<file path="config.mk">
export PLATFORM = sky130hd
export DESIGN_NAME = mult_operand_sequencer
export DESIGN_NICKNAME = d
export VERILOG_FILES = /design/src/rtl/mult_operand_sequencer.sv
export SDC_FILE = /design/constraint.sdc
export NUM_CORES = 1
export LEC_CHECK = 0
export ABC_CLOCK_PERIOD_IN_PS = 2900
export BUFFER_PORTS_ARGS = -buffer_cell sky130_fd_sc_hd__buf_2
export CORE_ASPECT_RATIO = 0.6
export CORE_UTILIZATION = 55
export DETAILED_ROUTE_END_ITERATION = 8
export PLACE_DENSITY = 0.84
export SLEW_MARGIN = 20
export SYNTH_ARGS = -nofsm -noshare
export SYNTH_HDL_FRONTEND = slang
export SYNTH_SLANG_ARGS = --single-unit
</file>
<file path="constraint.sdc">
create_clock -name clock -period 2.9 [get_ports clock]
set_input_delay 0.29 -clock clock [delete_from_list [all_inputs] [get_ports clock]]
set_output_delay 0.29 -clock clock [all_outputs]
set_load 0.01 [all_outputs]
</file>
<file path="src/rtl/mult_operand_sequencer.sv">
// Operand FIFO and start/ready sequencer feeding add_shift_multiplier.
// Optional GUARD+WAIT watchdog is compiled in when SEQ_TIMEOUT_EN is defined.
//
// state   | meaning
// S_IDLE  | wait for a queued pair and an empty output register
// S_START | mul_start high; operands already registered on mul_a/mul_b
// S_GUARD | MIN_WAIT cycles during which mul_ready is ignored
// S_WAIT  | wait for mul_ready, then capture mul_r into out_r
module mult_operand_sequencer #(
  parameter int WIDTH    = 8,
  parameter int DEPTH    = 4,
  parameter int MIN_WAIT = 1,
  parameter int TIMEOUT  = 31
) (
  input  logic                     clock,
  input  logic                     reset,
  input  logic                     in_valid,
  output logic                     in_ready,
  input  logic [WIDTH-1:0]         in_a,
  input  logic [WIDTH-1:0]         in_b,
  output logic                     mul_start,
  output logic [WIDTH-1:0]         mul_a,
  output logic [WIDTH-1:0]         mul_b,
  input  logic [2*WIDTH-1:0]       mul_r,
  input  logic                     mul_ready,
  output logic                     out_valid,
  input  logic                     out_ready,
  output logic [2*WIDTH-1:0]       out_r,
  output logic [$clog2(DEPTH):0]   fifo_count,
  output logic                     timeout_err
);

  localparam int AW = $clog2(DEPTH);
  localparam int CW = AW + 1;
  localparam int GW = (MIN_WAIT > 1) ? $clog2(MIN_WAIT) : 1;

  if (DEPTH < 2 || (DEPTH & (DEPTH - 1)) != 0) begin : g_bad_depth
    $error("mult_operand_sequencer: DEPTH must be a power of two >= 2");
  end
  if (MIN_WAIT < 1 || TIMEOUT < 1) begin : g_bad_wait
    $error("mult_operand_sequencer: MIN_WAIT and TIMEOUT must be >= 1");
  end

  typedef enum logic [1:0] {
    S_IDLE  = 2'd0,
    S_START = 2'd1,
    S_GUARD = 2'd2,
    S_WAIT  = 2'd3
  } state_t;

  state_t            state;
  state_t            state_nx;
  logic              push;
  logic              pop;
  logic              capture;
  logic              tmo_fire;
  logic [AW-1:0]     wr_ptr;
  logic [AW-1:0]     rd_ptr;
  logic [GW-1:0]     guard_cnt;
  logic [WIDTH-1:0]  mem_a [DEPTH];
  logic [WIDTH-1:0]  mem_b [DEPTH];

  assign push = in_valid && in_ready;

  // ---------------------------------------------------------------- FSM
  always_ff @(posedge clock or negedge reset) begin
    if (!reset) state <= S_IDLE;
    else        state <= state_nx;
  end

  // Pop only against the registered out_valid, so a same-cycle
  // output handshake never lets a new pair issue.
  always_comb begin
    state_nx = state;
    pop      = 1'b0;
    capture  = 1'b0;
    case (state)
      S_IDLE: begin
        if (fifo_count != '0 && !out_valid) begin
          pop      = 1'b1;
          state_nx = S_START;
        end
      end
      S_START: state_nx = S_GUARD;
      S_GUARD: begin
        if (tmo_fire)               state_nx = S_IDLE;
        else if (guard_cnt == '0)   state_nx = S_WAIT;
      end
      S_WAIT: begin
        if (mul_ready) begin
          capture  = 1'b1;
          state_nx = S_IDLE;
        end else if (tmo_fire) begin
          state_nx = S_IDLE;
        end
      end
      default: state_nx = S_IDLE;
    endcase
  end

  always_comb begin
    mul_start = (state == S_START);
    in_ready  = (fifo_count < CW'(DEPTH));
  end

  // ---------------------------------------------------------------- guard timer
  always_ff @(posedge clock or negedge reset) begin
    if (!reset) begin
      guard_cnt <= '0;
    end else if (state == S_START) begin
      guard_cnt <= GW'(MIN_WAIT - 1);
    end else if (state == S_GUARD && guard_cnt != '0) begin
      guard_cnt <= guard_cnt - GW'(1);
    end
  end

  // ---------------------------------------------------------------- watchdog
`ifdef SEQ_TIMEOUT_EN
  localparam int TW = (TIMEOUT > 1) ? $clog2(TIMEOUT) : 1;

  logic [TW-1:0] tmo_cnt;

  // Terminal count reached on the TIMEOUT-th GUARD/WAIT cycle.
  assign tmo_fire = (state == S_GUARD || (state == S_WAIT && !mul_ready))
                    && tmo_cnt == '0;

  always_ff @(posedge clock or negedge reset) begin
    if (!reset) begin
      tmo_cnt <= '0;
    end else if (state == S_START) begin
      tmo_cnt <= TW'(TIMEOUT - 1);
    end else if ((state == S_GUARD || state == S_WAIT) && tmo_cnt != '0) begin
      tmo_cnt <= tmo_cnt - TW'(1);
    end
  end

  always_ff @(posedge clock or negedge reset) begin
    if (!reset)        timeout_err <= 1'b0;
    else if (tmo_fire) timeout_err <= 1'b1;
  end
`else
  assign tmo_fire    = 1'b0;
  assign timeout_err = 1'b0;
`endif

  // ---------------------------------------------------------------- operand FIFO
  always_ff @(posedge clock) begin
    if (push) begin
      mem_a[wr_ptr] <= in_a;
      mem_b[wr_ptr] <= in_b;
    end
  end

  always_ff @(posedge clock or negedge reset) begin
    if (!reset) begin
      wr_ptr     <= '0;
      rd_ptr     <= '0;
      fifo_count <= '0;
    end else begin
      if (push) wr_ptr <= wr_ptr + AW'(1);
      if (pop)  rd_ptr <= rd_ptr + AW'(1);
      case ({push, pop})
        2'b10:   fifo_count <= fifo_count + CW'(1);
        2'b01:   fifo_count <= fifo_count - CW'(1);
        default: fifo_count <= fifo_count;
      endcase
    end
  end

  // Operands change only on a pop, so they are stable for the whole multiply.
  always_ff @(posedge clock or negedge reset) begin
    if (!reset) begin
      mul_a <= '0;
      mul_b <= '0;
    end else if (pop) begin
      mul_a <= mem_a[rd_ptr];
      mul_b <= mem_b[rd_ptr];
    end
  end

  // ---------------------------------------------------------------- product register
  always_ff @(posedge clock or negedge reset) begin
    if (!reset) begin
      out_valid <= 1'b0;
      out_r     <= '0;
    end else if (capture) begin
      out_valid <= 1'b1;
      out_r     <= mul_r;
    end else if (out_valid && out_ready) begin
      out_valid <= 1'b0;
    end
  end

endmodule

</file>
==> metrics.csv <==
metric;value;unit
initial antenna violation count;0;
Final ANT Viol Nets;0;
final wirelength;7.12;mm
FFs w/ async S/R, synth;0.402;
num rows;24;
area grow syn2layout;17.8;%
Max-cap violations;0;
Num CTS Buffers;9;
# port buffers;74;
outcome;finished, final reports clean;
Setup Fix Bufs, Post-CTS;0;
Residual DRC;0;
total global-route track usage;0.197;
n_diodes;0;
grt total ovfl;0;
slowest CP cell;dfrtp_1;
slew margin rel.;0.432;
Nets;337;
Arr. time, crit path;2.38;ns
Detailed Route Iter0 Violations;82;
Crit Path Max Fanout;5;
DR vias;2066;
Die ar.;8040;µm²
final setup vio count;0;
layout cell share with drive strength beyond 1;0.454;
Hold Fails Final Rpt;0;
clock root cell;clkbuf_16;
Final Skew;0.00406;ns
Leak;2.04;nW
CTS tree;yes;
Syn Area/Cell;20.0;µm²
largest area contributor in the netlist;edfxtp_1;
Critical Path Sink Type;register;
Yosys top cell area share;0.456;
critical path, cell by cell;inv_1 -> ha_1 -> nor3b_2 -> ha_1 -> inv_1 -> fa_1 -> xor2_1 -> nor2_1 -> xnor2_1;
H-tree depth;3;
final worst path period share;0.729;
Synthesized Nets;258;
number of synthesized flops with an enable pin;64;
CP peak stage delay;0.42;ns
Peak VDD IR;0.000457;V
critical path required time;3.17;ns
drt pass-1 iters;4;
Distinct cells, synth;29;
largest net degree at the start of global routing;44;
CORE AREA;7330;µm²
Synth Warn #;0;
Min-Delay Path Class;primary input to register;
fmax;473;MHz
Die Ht;69.8;µm
dpl hpwl;4.78;mm
CTS Sinks;107;
count leader, synth;edfxtp_1;
gpl congestion;0.731;
post-route setup TNS;0;ns
RSZ-0062 raised after global routing;false;
register area share after synthesis;0.711;
vias in the first global route;2108;
Worst-path clk slew;0.06;ns
fin crit period;2.11;ns
DR WL/cell;17.8;µm
Worst Setup Start Kind;register;
clock buffer depth;2;
Starting Density;0.576;
final hold slack;0.128;ns
PD cells;1050;nW/µm²
Slew Limit Fails;0;
DR vias/cell;5.18;
latest clock arrival within the worst-skew pair;0.34;ns
I/O Pins;76;
first-pass GRT wire length;11.1;mm
top post-synthesis cells by count;64 x edfxtp_1, 43 x dfrtp_1, 25 x mux2_2;
Synth Register Bits;107;
worst setup path class;register to register;
Syn Inst Count;211;
Tightest Pin Transition;0.852;ns
Die W;115;µm
top_reg_cell synth;edfxtp_1;
synthesized area;4220;µm²
largest cells by area after synthesis;edfxtp_1 46%, dfrtp_1 26%, mux2_2 6.7%, mux4_1 5.0%, mux4_2 4.3%;
## per-stage QoR
stage	util	cell area [µm²]	power, W	std cells	setup WS, ns
2_1_floorplan	-	4220	0.00356	211	0.635
3_3_place_gp	0.637	4670	0.00401	382	0.893
5_1_grt	0.678	4970	0.00549	399	0.660
6_report	0.678	4970	0.00521	399	0.787
3_5_place_dp	0.637	4670	0.00410	382	0.813
4_1_cts	0.677	4960	0.00528	398	0.781
## layout make-up
| class | instances | area (µm²) |
|---|---|---|
| Sequential cell | 107 | 3000 |
| Fill cell | 505 | 2360 |
| Multi-Input combinational cell | 85 | 1120 |
| Timing Repair Buffer | 77 | 398 |
| Clock buffer | 13 | 273 |
| Tap cell | 104 | 130 |
| Inverter | 10 | 37.5 |
| Clock inverter | 3 | 17.5 |
## critical path: cells and delay by family, from the launching register on
kind	cells	cell delay, ns
adder cells (fa/ha/maj)	3	0.84
XOR/XNOR	2	0.27
AND/OR/NAND/NOR	2	0.35
flip-flops	1	0.42
buffers and inverters	2	0.16
## placed cells by master, fill, tap and decap left out, types with 2 or more instances in the layout
master and instances:
mux4_2 8, buf_2 73, buf_4 3, xor2_1 3, nand2_1 2, nor2b_1 2
o21ai_0 2, edfxtp_1 64, mux4_1 8, inv_4 2, dfrtp_1 43, mux2_4 8
mux2_2 25, inv_1 10, ha_1 9, and2_1 4, clkbuf_16 10, xnor2_1 3
## final timing paths
path	slack [ns]	start	depth (start not counted)	endpoint
min in group asynchronous	0.47	reset	2	mul_a[1]$_DFFE_PN0P_
worst max-delay path	0.79	state[0]$_DFFE_PN0P_	9	fifo_count[2]$_DFFE_PN0P_
worst max register to register	0.79	state[0]$_DFFE_PN0P_	9	fifo_count[2]$_DFFE_PN0P_
worst min-delay path	0.13	out_ready	2	out_valid$_DFFE_PN0P_
worst min register to register	0.50	out_r[14]$_DFFE_PN0P_	1	out_r[14]$_DFFE_PN0P_
max in group asynchronous	2.04	reset	2	mul_b[4]$_DFFE_PN0P_
## state kept, by name, indices dropped and copies added, names as in the netlist, 2 cells and up
register and count:
fifo_count 3, mul_a 8, wr_ptr 2, mem_a 32, state 2, out_r 16, rd_ptr 2, mem_b 32
mul_b 8
## timing repair
action                    in CTS  in global routing
hold endpoints to repair       0                 43
gates resized for setup        0                  0
hold buffers                   0                  1
## kinds of logic after synthesis
kind of cell             count (synthesis)  synth area share
other                                    1          0.000889
AND/OR/NAND/NOR                         13            0.0199
buffers and inverters                   19            0.0261
adder cells (fa/ha/maj)                 10            0.0314
multiplexers                            50             0.190
flip-flops                             107             0.711
XOR/XNOR                                 6            0.0125
AO/OA/AOI/OAI                            5           0.00860
## power by group
part | internal (W) | leakage, nW | switching (W) | total, W
registers | 0.00207 | 1.09 | 0.000278 | 0.00235
logic | 0.000926 | 0.799 | 0.000770 | 0.00170
clock network | 0.000662 | 0.149 | 0.000510 | 0.00117
total | 0.00366 | 2.04 | 0.00156 | 0.00521
## per-layer routing
| layer | GRT usage | up-vias | share of wire |
|---|---|---|---|
| met2 | 0.305 | 59 | 0.48 |
| met5 | 0 | - | 0 |
| met4 | 0.0866 | 0 | 0.017 |
| met1 | 0.260 | 1040 | 0.46 |
| li1 | - | 959 | - |
| met3 | 0.0594 | 8 | 0.048 |
Note: power is estimated with default switching activity, not from simulation.
